### config.mk
export PLATFORM = sky130hd
export DESIGN_NAME = sample_collect_16_flat
export DESIGN_NICKNAME = d
export VERILOG_FILES = /design/src/rtl/sample_collect_16_pkg.sv /design/src/rtl/sample_collect_16_if.sv /design/src/rtl/sample_collect_16.sv /design/src/flat_wrapper.sv
export SDC_FILE = /design/constraint.sdc
export NUM_CORES = 2
export LEC_CHECK = 0
export CELL_PAD_IN_SITES_DETAIL_PLACEMENT = 0
export CELL_PAD_IN_SITES_GLOBAL_PLACEMENT = 2
export CORE_MARGIN = 3
export CORE_UTILIZATION = 35
export CTS_BUF_LIST = sky130_fd_sc_hd__clkbuf_2 sky130_fd_sc_hd__clkbuf_4 sky130_fd_sc_hd__clkbuf_8
export CTS_CLUSTER_SIZE = 30
export DETAILED_ROUTE_END_ITERATION = 8
export PLACE_DENSITY = 0.75
export SYNTH_ARGS = -nofsm -noshare
export SYNTH_HDL_FRONTEND = slang
export SYNTH_SLANG_ARGS = --single-unit
### constraint.sdc
create_clock -name clk -period 2.4 [get_ports clk]
set_input_delay 0.36 -clock clk [delete_from_list [all_inputs] [get_ports clk]]
set_output_delay 0.36 -clock clk [all_outputs]
set_load 0.02 [all_outputs]
### src/rtl/sample_collect_16_pkg.sv
// Shared constants and helpers for the 16-slot sample collector.
package sample_collect_16_pkg;

    localparam int N_SLOTS = 16;
    localparam int IDX_W   = 4;
    localparam int CNT_W   = 5;

    // Keep mask for a frame of len real samples: bit i set when i < len.
    function automatic logic [N_SLOTS-1:0] slot_mask(input logic [CNT_W-1:0] len);
        logic [N_SLOTS-1:0] mask;
        mask = '0;
        for (int i = 0; i < N_SLOTS; i++) begin
            mask[i] = (CNT_W'(i) < len);
        end
        return mask;
    endfunction

endpackage

### src/rtl/sample_collect_16_if.sv
// Sample stream in, parallel frame out; master drives samples, slave is the collector.
interface sample_collect_16_if
    import sample_collect_16_pkg::*;
#(
    parameter int W = 32
);

    logic                   s_valid;
    logic                   s_ready;
    logic [W-1:0]           s_data;
    logic                   s_last;
    logic                   m_valid;
    logic                   m_ready;
    logic [N_SLOTS*W-1:0]   m_data;
    logic [CNT_W-1:0]       m_count;

    modport master (
        output s_valid, s_data, s_last, m_ready,
        input  s_ready, m_valid, m_data, m_count
    );

    modport slave (
        input  s_valid, s_data, s_last, m_ready,
        output s_ready, m_valid, m_data, m_count
    );

endinterface

### src/rtl/sample_collect_16.sv
// Packs a W-bit sample stream into 16-slot frames using a fill bank and a held output bank.
module sample_collect_16
    import sample_collect_16_pkg::*;
#(
    parameter int           W   = 32,
    parameter logic [W-1:0] PAD = {W{1'b0}}
) (
    input  logic                 clk,
    input  logic                 reset_b,
    sample_collect_16_if.slave   bus
);

    logic [W-1:0]          fill [N_SLOTS];
    logic [IDX_W-1:0]      wr_idx;
    logic                  fill_full;
    logic [CNT_W-1:0]      pend_len;
    logic                  m_valid_q;
    logic [N_SLOTS*W-1:0]  m_data_q;
    logic [CNT_W-1:0]      m_count_q;

    logic                  accept;
    logic                  complete;
    logic                  out_free;
    logic [CNT_W-1:0]      cur_len;
    logic [CNT_W-1:0]      len_sel;
    logic [N_SLOTS-1:0]    keep;
    logic [W-1:0]          slot;
    logic [N_SLOTS*W-1:0]  frame_next;

    assign accept   = bus.s_valid && !fill_full;
    assign complete = accept && ((wr_idx == IDX_W'(N_SLOTS - 1)) || bus.s_last);
    assign out_free = !m_valid_q || bus.m_ready;
    assign cur_len  = CNT_W'(wr_idx) + CNT_W'(1);
    assign len_sel  = fill_full ? pend_len : cur_len;

    assign bus.s_ready = !fill_full;
    assign bus.m_valid = m_valid_q;
    assign bus.m_data  = m_data_q;
    assign bus.m_count = m_count_q;

    // The incoming sample is merged in only on a direct completion; a drained bank is already complete.
    always_comb begin
        frame_next = '0;
        slot       = '0;
        keep       = slot_mask(len_sel);
        for (int i = 0; i < N_SLOTS; i++) begin
            slot = fill[i];
            if (!fill_full && (IDX_W'(i) == wr_idx)) begin
                slot = bus.s_data;
            end
            frame_next[i*W +: W] = keep[i] ? slot : PAD;
        end
    end

    always_ff @(posedge clk or negedge reset_b) begin
        if (!reset_b) begin
            for (int i = 0; i < N_SLOTS; i++) begin
                fill[i] <= '0;
            end
            wr_idx    <= '0;
            fill_full <= 1'b0;
            pend_len  <= '0;
            m_valid_q <= 1'b0;
            m_data_q  <= '0;
            m_count_q <= '0;
        end else begin
            if (accept) begin
                fill[wr_idx] <= bus.s_data;
            end

            if (complete) begin
                if (out_free) begin
                    m_data_q  <= frame_next;
                    m_count_q <= cur_len;
                    m_valid_q <= 1'b1;
                    wr_idx    <= '0;
                end else begin
                    // Output bank still held: park the finished frame until it drains.
                    fill_full <= 1'b1;
                    pend_len  <= cur_len;
                end
            end else begin
                if (accept) begin
                    wr_idx <= wr_idx + IDX_W'(1);
                end
                if (m_valid_q && bus.m_ready) begin
                    if (fill_full) begin
                        m_data_q  <= frame_next;
                        m_count_q <= pend_len;
                        fill_full <= 1'b0;
                        wr_idx    <= '0;
                    end else begin
                        m_valid_q <= 1'b0;
                    end
                end
            end
        end
    end

endmodule

### src/flat_wrapper.sv
// flat-port wrapper written by rule: the top's interface ports become plain ports
module sample_collect_16_flat import sample_collect_16_pkg::*;
#(
    parameter int           W   = 32,
    parameter logic [W-1:0] PAD = {W{1'b0}}
)
  (clk, reset_b, bus_s_valid, bus_s_data, bus_s_last, bus_m_ready, bus_s_ready, bus_m_valid, bus_m_data, bus_m_count);
  sample_collect_16_if #(.W(W)) bus_i ();
  input  logic clk;
  input  logic reset_b;
  input wire logic [$bits(bus_i.s_valid)-1:0] bus_s_valid;
  input wire logic [$bits(bus_i.s_data)-1:0] bus_s_data;
  input wire logic [$bits(bus_i.s_last)-1:0] bus_s_last;
  input wire logic [$bits(bus_i.m_ready)-1:0] bus_m_ready;
  output wire logic [$bits(bus_i.s_ready)-1:0] bus_s_ready;
  output wire logic [$bits(bus_i.m_valid)-1:0] bus_m_valid;
  output wire logic [$bits(bus_i.m_data)-1:0] bus_m_data;
  output wire logic [$bits(bus_i.m_count)-1:0] bus_m_count;
  assign bus_i.s_valid = bus_s_valid;
  assign bus_i.s_data = bus_s_data;
  assign bus_i.s_last = bus_s_last;
  assign bus_i.m_ready = bus_m_ready;
  assign bus_s_ready = bus_i.s_ready;
  assign bus_m_valid = bus_i.m_valid;
  assign bus_m_data = bus_i.m_data;
  assign bus_m_count = bus_i.m_count;
  sample_collect_16 #(.W(W), .PAD(PAD)) u_core (.clk(clk), .reset_b(reset_b), .bus(bus_i));
endmodule
==> summary.md <==
| Metric | Value |
|---|---|
| Fin Setup TNS | `0 ps` |
| Commonest cells post-synth | `dfrtp_1, mux2_2, mux2i_1, nand2_1` |
| WHS Path Cells | `3` |
| Most Used Layer, Global Route | `met2` |
| CTS tree | `yes` |
| VDD IR-drop max | `0.740 mV` |
| Final hold violations | `0` |
| Worst-Margin Slew | `987 ps` |
| Layout area overhead | `29.2%` |
| Starting Density | `35.5%` |
| Reg2reg end | `u_core.bus.m_data[350]$_DFFE_PN0P_` |
| Cells after DPL | `5715` |
| Async SR Flop Fraction | `100%` |
| Largest net degree at the start of global routing | `114` |
| Post-DRT Antenna Nets | `0` |
| Worst Path Max Fanout | `2` |
| GR Util met1 | `32.6%` |
| Max-capacitance violation count | `0` |
| Post-synthesis sequential area ratio | `57.9%` |
| DP Area | `53800 um2` |
| Vias per inst | `5.21` |
| PwrDens | `1190 nW/um2` |
| Critical path capture point type | `output pin` |
| Crit path max-delay family | `buffers and inverters` |
| DP HPWL | `101000 um` |
| Final instance count without filler cells | `6075` |
| Max_slew headroom | `34.2%` |
| Iter 0 DRT Violations | `2142` |
| Final Cycle Share | `96.4%` |
| Met2 Usage GRT | `36.5%` |
| Die X | `364 um` |
| Average wire per standard cell | `25.5 um` |
| Combinational share of power | `37.5%` |
| Slack of the critical path | `87.1 ps` |
| Startpoint type of the worst setup path | `register` |
| Initial antenna violation count | `7` |
| Clk pwr share | `25.0%` |
| Top-count cell post-synth | `dfrtp_1` |
| Num CTS Buffers | `184` |
| Register-to-Register Path Depth | `6` |
| CTS max path bufs | `3` |
| Crit-path max cell delay | `650 ps` |
| Cell variety after synth | `62` |
| Synth Instances | `3628` |
| Sw Ratio | `36.4%` |
| Share of layout cells above drive strength 1 | `26.1%` |
| Die ar. | `133000 um2` |
| DRC | `0` |
| Leakage | `26.1 nW` |
| Hold Path End | `u_core.bus.m_data[427]$_DFFE_PN0P_` |
| Vias in the first global route | `32.3k` |
| Synthesized Nets | `3669` |
| Final worst path period need | `2310 ps` |
| CP Class | `register to output pin` |
| Synth warn | `0` |
| F_max | `432 MHz` |
| Worst-Skew Late Latency | `880 ps` |
| #FFs+latches synth | `1040` |
| # H-tree levels | `4` |
| # rows | `130` |
| Crit path arrival time | `1950 ps` |
| Dominant cells by area after synthesis | `dfrtp_1, mux2_2, mux2i_1, nand2_1, o21ai_0` |
| CTS Root Cell | `clkbuf_8` |
| All-layer global routing usage | `23.1%` |
| Clock Sink Count | `1040` |
| P_int | `44.0 mW` |
| Number of synthesized flops with an enable pin | `0` |
| Crit path cell chain | `clkdlybuf4s50_1` |
| NetSw | `25.2 mW` |
| Met3 Usage GRT | `4.28%` |
| Nets | `4323` |
| Worst min path class | `primary input to register` |
| Final GP Congestion | `0.826` |
| Fill count | `11.7k` |
| Hold Path Origin | `bus_s_data[11]` |
| Clock transition at path regs | `60 ps` |
| Max-slew violation count | `0` |
| Worst Path Required | `2040 ps` |
| I/O Buffers | `555` |
| Top-area cell type share of the netlist area | `57.9%` |
| Top-level I/O count | `556` |
| Worst R2R Start | `u_core.fill_full$_DFFE_PN0P_` |
| First-pass GRT wire length | `226000 um` |
| Final Cell Area | `58000 um2` |
| Critical path depth in cells | `1` |
| WL final | `155000 um` |
| Status | `finished clean` |
| Chip height | `364 um` |
| CP bufs+invs | `1` |
| Endpoints failing setup | `0` |
| Synthesized area per cell | `12.4 um2` |
| Sequential share of power | `37.5%` |
| Post-Synthesis Cell Area | `44900 um2` |
| First-pass iteration count of the detailed router | `6` |
| Core Region | `127000 um2` |
| Total global routing overflow | `0` |
| Clk_skew | `48.0 ps` |
| R2R setup slack | `90 ps` |
| Post-synth top area cell | `dfrtp_1` |
| Slowest-stage cell, CP | `clkdlybuf4s50_1` |
| Top_reg_cell synth | `dfrtp_1` |
| Pre-CTS setup slack | `-178 ps` |
| Vias | `31.7k` |
cells in the final DEF, fill, tap and decap left out, types with 16 or more instances in the layout:
| master | n |
|---|---|
| a311oi_1 | 32 |
| a221oi_1 | 64 |
| clkdlybuf4s50_1 | 460 |
| nand2_1 | 368 |
| clkinv_2 | 18 |
| dlygate4sd2_1 | 68 |
| dfrtp_1 | 1038 |
| mux2i_1 | 451 |
| buf_2 | 23 |
| clkbuf_4 | 74 |
| buf_4 | 150 |
| a22o_1 | 96 |
| mux2_1 | 35 |
| nand2_2 | 16 |
| clkbuf_8 | 219 |
| buf_12 | 97 |
| o31ai_1 | 36 |
| nor2_1 | 265 |
| a211oi_1 | 32 |
| o21ai_0 | 264 |
| mux2_2 | 481 |
layer usage:
metal | up-vias | wire length [um]
met4 | 2 | 3500
met5 | - | 11
li1 | 14100 | -
met3 | 197 | 8350
met2 | 894 | 71400
met1 | 16500 | 71600
stage by stage:
step                      power [mW]  hold WS, ps  util [%]
final                           69.2         98.5      45.9
after global routing            73.0         76.4      45.9
after CTS                       69.7         1.40      45.7
after floorplan                 39.5         64.4         -
after global placement          51.6          322      42.5
after detailed placement        51.9          313      42.5
worst max-delay path by stage:
stage,start,endpoint,slack (ps)
floorplan,u_core.wr_idx[1]$_DFFE_PN0N_,u_core.bus.m_data[66]$_DFFE_PN0P_,130
global placement,bus_s_valid,u_core.bus.m_data[291]$_DFFE_PN0P_,-150
detailed placement,bus_s_valid,u_core.bus.m_data[413]$_DFFE_PN0P_,-180
CTS,u_core.fill_full$_DFFE_PN0P_,bus_s_ready,-40
global route,u_core.wr_idx[1]$_DFFE_PN0N_,u_core.bus.m_data[417]$_DFFE_PN0P_,-30
finish,u_core.bus.m_data[98]$_DFFE_PN0P_,bus_m_data[98],90
area by class of cell:
| class | instances | area [um2] | share of cell area [%] |
|---|---|---|---|
| flip-flops and latches | 1040 | 26000 | 44.9 |
| multi-input cells | 2224 | 17300 | 29.8 |
| repair buffers | 826 | 8780 | 15.1 |
| clock buffers | 293 | 3570 | 6.15 |
| well taps | 1650 | 2060 | 3.56 |
| clock inverters | 32 | 294 | 0.507 |
| inverters | 6 | 22.5 | 0.0388 |
| diodes | 4 | 10.0 | 0.0172 |
power by group through the flow:
stage | Sequential (mW) | Clock (mW) | Combinational, mW
floorplan | 27.7 | 0 | 11.8
global placement | 26.1 | 0 | 25.4
detailed placement | 26.2 | 0 | 25.7
CTS | 25.9 | 17.9 | 26.0
global route | 26.4 | 18.7 | 28.0
finish | 25.9 | 17.3 | 25.9
registers in the layout (all words and copies together) (netlist names):
| register | cells |
|---|---|
| u_core.fill_full | 1 |
| u_core.fill | 512 |
| u_core.bus.m_valid | 1 |
| u_core.pend_len | 5 |
| u_core.bus.m_data | 512 |
| u_core.bus.m_count | 5 |
| u_core.wr_idx | 4 |
logic make-up (layout without fill, tap and decap cells):
family	count (synthesis)	count (layout)	share of synthesized area, %
xor+xnor	3	3	0.0585
mux	969	969	23.0
simple gates	700	700	6.29
other cells	0	4	0
fa+ha+maj	4	4	0.111
compound gates	548	548	8.37
buf+inv	364	1157	4.20
flops	1040	1040	57.9
timing repair:
| item | in CTS | in global routing |
|---|---|---|
| gates resized for setup | 85 | 18 |
| setup buffers | 7 | 8 |
| hold buffers | 12 | 0 |
| endpoints found under the hold margin | 760 | 0 |
| pin swaps | 2 | 2 |
| gates cloned | 3 | 1 |
| endpoints found under the setup margin | 247 | 140 |
Power figures use the tool's default switching activity.
